==> config.mk <==
export PLATFORM = sky130hd
export DESIGN_NAME = mem_arbiter
export DESIGN_NICKNAME = d
export VERILOG_FILES = /design/src/rtl/sys_defs.sv /design/src/rtl/mem_arbiter.sv
export SDC_FILE = /design/constraint.sdc
export NUM_CORES = 1
export LEC_CHECK = 0
export CAP_MARGIN = 20
export CORE_AREA = 2 2 104 106
export DETAILED_ROUTE_END_ITERATION = 12
export DIE_AREA = 0 0 106 108
export MAX_ROUTING_LAYER = met4
export PLACE_DENSITY = 0.86
export SLEW_MARGIN = 30
export SYNTH_ARGS = -nofsm -noshare
export SYNTH_HDL_FRONTEND = slang
export SYNTH_SLANG_ARGS = --single-unit
==> constraint.sdc <==
create_clock -name clk -period 4.3 [get_ports clk]
set_input_delay 0.645 -clock clk [delete_from_list [all_inputs] [get_ports clk]]
set_output_delay 0.645 -clock clk [all_outputs]
set_load 0.02 [all_outputs]
==> src/rtl/sys_defs.sv <==
// Shared system definitions: memory bus command encodings and the memory
// arbiter state type.
package sys_defs;

  typedef enum logic [1:0] {
    BUS_NONE  = 2'b00,
    BUS_LOAD  = 2'b01,
    BUS_STORE = 2'b10
  } bus_cmd_t;

  typedef enum logic [1:0] {
    IDLE    = 2'b00,
    SERVE_I = 2'b01,
    SERVE_D = 2'b10
  } arb_state_t;

endpackage

==> src/rtl/mem_arbiter.sv <==
// Arbitrates one shared memory port between an instruction fetch port and a
// data load/store port, with anti-starvation streak limit and access timeout.
module mem_arbiter
  import sys_defs::*;
#(
  parameter int STREAK_MAX = 4,
  parameter int TIMEOUT    = 15
) (
  input  logic        clk,
  input  logic        rst,
  input  logic        i_req,
  input  logic [31:0] i_addr,
  input  logic [1:0]  d_cmd,
  input  logic [31:0] d_addr,
  input  logic [31:0] d_wdata,
  input  logic [31:0] mem_rdata,
  input  logic        mem_ready,
  output logic [1:0]  mem_cmd,
  output logic [31:0] mem_addr,
  output logic [31:0] mem_wdata,
  output logic        i_valid,
  output logic [31:0] i_rdata,
  output logic        i_err,
  output logic        d_valid,
  output logic [31:0] d_rdata,
  output logic        d_err,
  output logic        i_stall,
  output logic        d_stall
);

  localparam int WAIT_W = (TIMEOUT < 1) ? 1 : $clog2(TIMEOUT + 1);
  localparam logic [WAIT_W-1:0] WAIT_LIM   = WAIT_W'(TIMEOUT);
  localparam logic [2:0]        STREAK_LIM = 3'(STREAK_MAX);

  arb_state_t        state, state_next;
  logic [2:0]        streak;
  logic [WAIT_W-1:0] wait_cnt;
  logic [1:0]        cmd_q;
  logic [31:0]       addr_q, wdata_q;
  logic              grant_i, grant_d, done, timeout;
  logic [31:0]       rdata;

  // NOTE: every variable driven here gets a default first, so no path through
  // the case statement can leave one unassigned and infer a latch.
  always_comb begin
    state_next = state;
    grant_i    = 1'b0;
    grant_d    = 1'b0;
    done       = 1'b0;
    timeout    = 1'b0;
    rdata      = '0;
    mem_cmd    = BUS_NONE;
    i_valid    = 1'b0;
    i_rdata    = '0;
    i_err      = 1'b0;
    d_valid    = 1'b0;
    d_rdata    = '0;
    d_err      = 1'b0;
    case (state)
      IDLE: begin
        // Data wins unless it has starved a pending fetch for STREAK_MAX grants.
        if (d_cmd != BUS_NONE && !(i_req && streak == STREAK_LIM)) begin
          grant_d    = 1'b1;
          state_next = SERVE_D;
        end else if (i_req) begin
          grant_i    = 1'b1;
          state_next = SERVE_I;
        end
      end
      SERVE_I, SERVE_D: begin
        mem_cmd = cmd_q;
        timeout = (wait_cnt == WAIT_LIM);
        done    = mem_ready | timeout;
        rdata   = (mem_ready && cmd_q == BUS_LOAD) ? mem_rdata : '0;
        if (done) state_next = IDLE;
        if (state == SERVE_I) begin
          i_valid = done;
          i_rdata = rdata;
          i_err   = timeout & ~mem_ready;
        end else begin
          d_valid = done;
          d_rdata = rdata;
          d_err   = timeout & ~mem_ready;
        end
      end
      default: state_next = IDLE;
    endcase
  end

  assign mem_addr  = addr_q;
  assign mem_wdata = wdata_q;
  assign i_stall   = i_req & ~i_valid;
  assign d_stall   = (d_cmd != BUS_NONE) & ~d_valid;

  // NOTE: sequential state uses non-blocking assignments so every register
  // samples the pre-edge values regardless of statement order.
  always_ff @(posedge clk or posedge rst) begin
    if (rst) state <= IDLE;
    else     state <= state_next;
  end

  always_ff @(posedge clk or posedge rst) begin
    if (rst) begin
      cmd_q    <= BUS_NONE;
      addr_q   <= '0;
      wdata_q  <= '0;
      streak   <= '0;
      wait_cnt <= '0;
    end else begin
      if (grant_i) begin
        cmd_q   <= BUS_LOAD;
        addr_q  <= i_addr;
        wdata_q <= '0;
        streak  <= '0;
      end
      if (grant_d) begin
        cmd_q   <= d_cmd;
        addr_q  <= d_addr;
        wdata_q <= d_wdata;
        if (!i_req)               streak <= '0;
        else if (streak != 3'h7)  streak <= streak + 3'd1;
      end
      if (grant_i || grant_d)             wait_cnt <= '0;
      else if (state != IDLE && !done)    wait_cnt <= wait_cnt + 1'b1;
    end
  end

endmodule

==> metrics.csv <==
stage;metric;value;unit
setup_path;launching point of the worst reg2reg path;state[0];
floorplan;area enclosed by the die boundary;11400;um2
timing;time the final worst path needs with I/O delays and setup;3590;ps
yosys;number of synthesis warnings;0;
clocking;number of buffers added for setup after CTS;0;
cells_and_area;area grow syn2layout;75.5;%
setup_path;critical path, cell by cell;clkdlybuf4s50_1 -> nand3b_1 -> nor2_1 -> buf_4 -> and2_1 -> clkdlybuf4s50_1;
pwr;power per unit of standard cell area;626;nW/um2
detailed_routing;Vias/cell;5.19;
pwr;combinational fraction of design power;0.571;
clocking;root buf cell;clkbuf_8;
pwr;Overall Power;4.31;mW
global_route;GRT Total Usage;0.237;
clocking;depth of the CTS H-tree;3;
timing;Setup violations, final;0;
yosys;sequential element share of the synthesized area;0.479;
detailed_routing;DRC Markers;0;
detailed_routing;detailed-route wire length per cell;16.8;um
job;Max Cap Violations;0;
cells_and_area;filler cell count;797;
yosys;flip-flop and latch count after synthesis;75;
yosys;number of flops mapped to enable cells by yosys;0;
detailed_routing;remaining antenna violation count after routing;0;
clocking;clock sink count;75;
clocking;worst skew pair latency;340;ps
pwr;sequential fraction of design power;0.288;
global_route;via count of the first global-routing pass;4272;
place;detailed placer's ending HPWL;10300;um
setup_path;Crit path top cell by count;clkdlybuf4s50_1;
run_status;run status;finished clean;
setup_path;Worst Setup EP;i_rdata[20];
setup_path;crit path max-delay cell type;clkdlybuf4s50_1;
clocking;TritonCTS clock tree;yes;
yosys;Synth top cells by count;75 x dfrtp_1, 65 x and2_1, 40 x nor2_1;
place;Cells after DPL;788;
cells_and_area;count of placed standard cells in the final layout, fillers left out;805;
global_route;overflow left after global routing;0;
floorplan;num rows;37;
setup_path;minimum setup slack among reg-to-reg paths;1970;ps
floorplan;Floorplan Core Area;10200;um2
setup_path;end of the worst register-to-register path;mem_wdata[21];
setup_path;Max stage delay on crit path;610;ps
floorplan;height of the die;108;um
clocking;count of instances resized after the clock tree is built;0;
timing;hold slack final;506;ps
pwr;clock network power share;0.141;
place;placer's final routability congestion estimate;0.962;
setup_path;Arrival @ worst endpoint;2940;ps
setup_path;Startpoint Class;primary input;
setup_path;critical path data required time;3650;ps
detailed_routing;count of routing violations after the opening detailed-route iteration;270;
yosys;net count after synthesis;554;
global_route;largest net degree at the start of global routing;67;
detailed_routing;wire length reported by the detailed router;13500;um
clocking;Clock transition at path regs;80;ps
yosys;Avg Synthesized Cell Area;9.47;um2
clocking;number of clock buffers inserted by TritonCTS;9;
yosys;flip-flop cell with the highest count after synthesis;dfrtp_1;
global_route;number of antenna violations at the first check in global routing;1;
yosys;cell type with the largest total area after synthesis;dfrtp_1;
pwr;VDD IR max;400;uV
clocking;maximum number of buffers from clock root to sink;2;
cells_and_area;share of cells above drive strength 1;0.0419;
setup_path;worst-case reg-to-reg path depth;5;
detailed_routing;via count;4179;
yosys;proportion of synthesized flip-flops having asynchronous set or reset;1.00;
cells_and_area;layout net count;803;
setup_path;beginning of the critical path;mem_ready;
yosys;cell count after synthesis;414;
setup_path;type of the setup path with the least slack;primary input to output port;
pwr;switching power;1.78;mW
floorplan;I/O Pins;270;
setup_path;worst-path fanout max;19;
pwr;internal power;2.52;mW
global_route;wire length of the first global-routing pass;20900;um
pwr;Switching Fraction;0.414;
yosys;share of the synthesized area in the top cell type;0.479;
floorplan;Die X-Extent;106;um
timing;highest clock frequency the design can meet;279;MHz
timing;RSZ-0062 raised after global routing;no;
yosys;top post-synthesis cells by area;dfrtp_1 48%, and2_1 10%, a22o_1 7.4%, a31oi_1 5.4%, nand3_1 4.7%;
floorplan;initial standard-cell utilization of the core;0.383;
yosys;cell area after technology mapping;3920;um2
timing;clock skew after layout;12.6;ps
timing;final hold violation count;0;
timing;slew at the pin with the worst max-slew slack;874;ps
pwr;leakage;2.80;nW
timing;Setup Total Neg Slack;0;ps
timing;count of pins over their slew limit;0;
setup_path;critical path capture point type;output port;
detailed_routing;detailed-router iteration count before antenna repair;4;
yosys;most numerous cell in the Yosys netlist;dfrtp_1;
clocking;total of hold buffers inserted after clock tree synthesis;0;
hold_path;worst hold path class;flip-flop to flip-flop;
timing;worst relative slew slack;0.415;
yosys;Synth cell types;39;
place;PortBufs;269;
timing;final period utilization;0.834;
-- kinds of logic (layout without fill, tap and decap cells) --
group | after synthesis | after routing | synth area share
mux | 3 | 3 | 0.00766
compound gates | 116 | 116 | 0.208
other cells | 0 | 1 | 0
fa+ha+maj | 6 | 6 | 0.0192
flops | 75 | 75 | 0.479
simple gates | 169 | 169 | 0.229
buf+inv | 45 | 299 | 0.0568
-- routing by layer --
layer	global-route usage	up-vias	part of all wire
met5	-	-	0
met4	0.0902	0	0.029
met3	0.0549	30	0.057
met2	0.433	189	0.54
met1	0.249	1993	0.37
li1	-	1967	-
-- registers in the layout (all words and copies together), names as in the netlist --
register and flops:
cmd_q 2, mem_addr 32, mem_wdata 32, state 2
streak 3, wait_cnt 4
-- critical path: cells and delay by family --
| kind | cells | cell delay [ps] |
|---|---|---|
| buffers and inverters | 3 | 1480 |
| and+or+nand+nor | 3 | 810 |
-- power by group through the flow --
stage	clock network (mW)	registers, mW	logic, mW
floorplan	0	1.59	1.06
global placement	0	1.23	2.41
detailed placement	0	1.25	2.47
CTS	0.619	1.24	2.48
global route	0.661	1.28	2.64
finish	0.605	1.24	2.46
-- cells in the final DEF (no fill, tap or decap), types with 2 or more instances in the layout --
cell type and instances:
nand2_1 9, o21a_1 2, o21ai_1 7, clkdlybuf4s50_1 269, dfrtp_1 75, a211o_1 2
and2_1 65, clkinvlp_4 2, o2bb2ai_1 2, nand3b_1 2, ha_1 6, a31oi_1 34
nor3_1 4, and3_1 3, inv_1 6, o21ai_0 26, mux2i_1 3, buf_4 7
nor3b_1 2, a22o_1 33, nor2_1 40, nand3_1 37, clkbuf_8 10, bufinv_16 2
-- stage by stage --
step           setup slack (ps)  instance area [um2]  utilization
3_3_place_gp                883                 6640        0.649
4_1_cts                     728                 6880        0.672
6_report                    714                 6880        0.672
2_1_floorplan              1750                 3920            -
5_1_grt                     454                 6880        0.672
3_5_place_dp                737                 6650        0.650
-- worst min path at each step --
stage,startpoint,to,slack (ps),cells past startpoint
after floorplan,cmd_q[1],cmd_q[1],470,1
after global placement,mem_wdata[8],mem_wdata[8],480,1
after detailed placement,mem_wdata[5],mem_wdata[5],480,1
after CTS,mem_wdata[11],mem_wdata[11],510,1
after global routing,mem_wdata[11],mem_wdata[11],520,1
final,mem_wdata[29],mem_wdata[29],510,1
-- final cells by class --
type,instances,area [um2],share of cell area
Multi-Input combinational cell,294,1830,0.266
Clock inverter,6,88.8,0.0129
Tap cell,136,170,0.0247
Inverter,7,28.8,0.00418
Clock buffer,10,138,0.0200
Sequential cell,75,1880,0.273
Timing Repair Buffer,276,2750,0.399
Antenna cell,1,2.50,0.000364
Power figures use the tool's default switching activity.
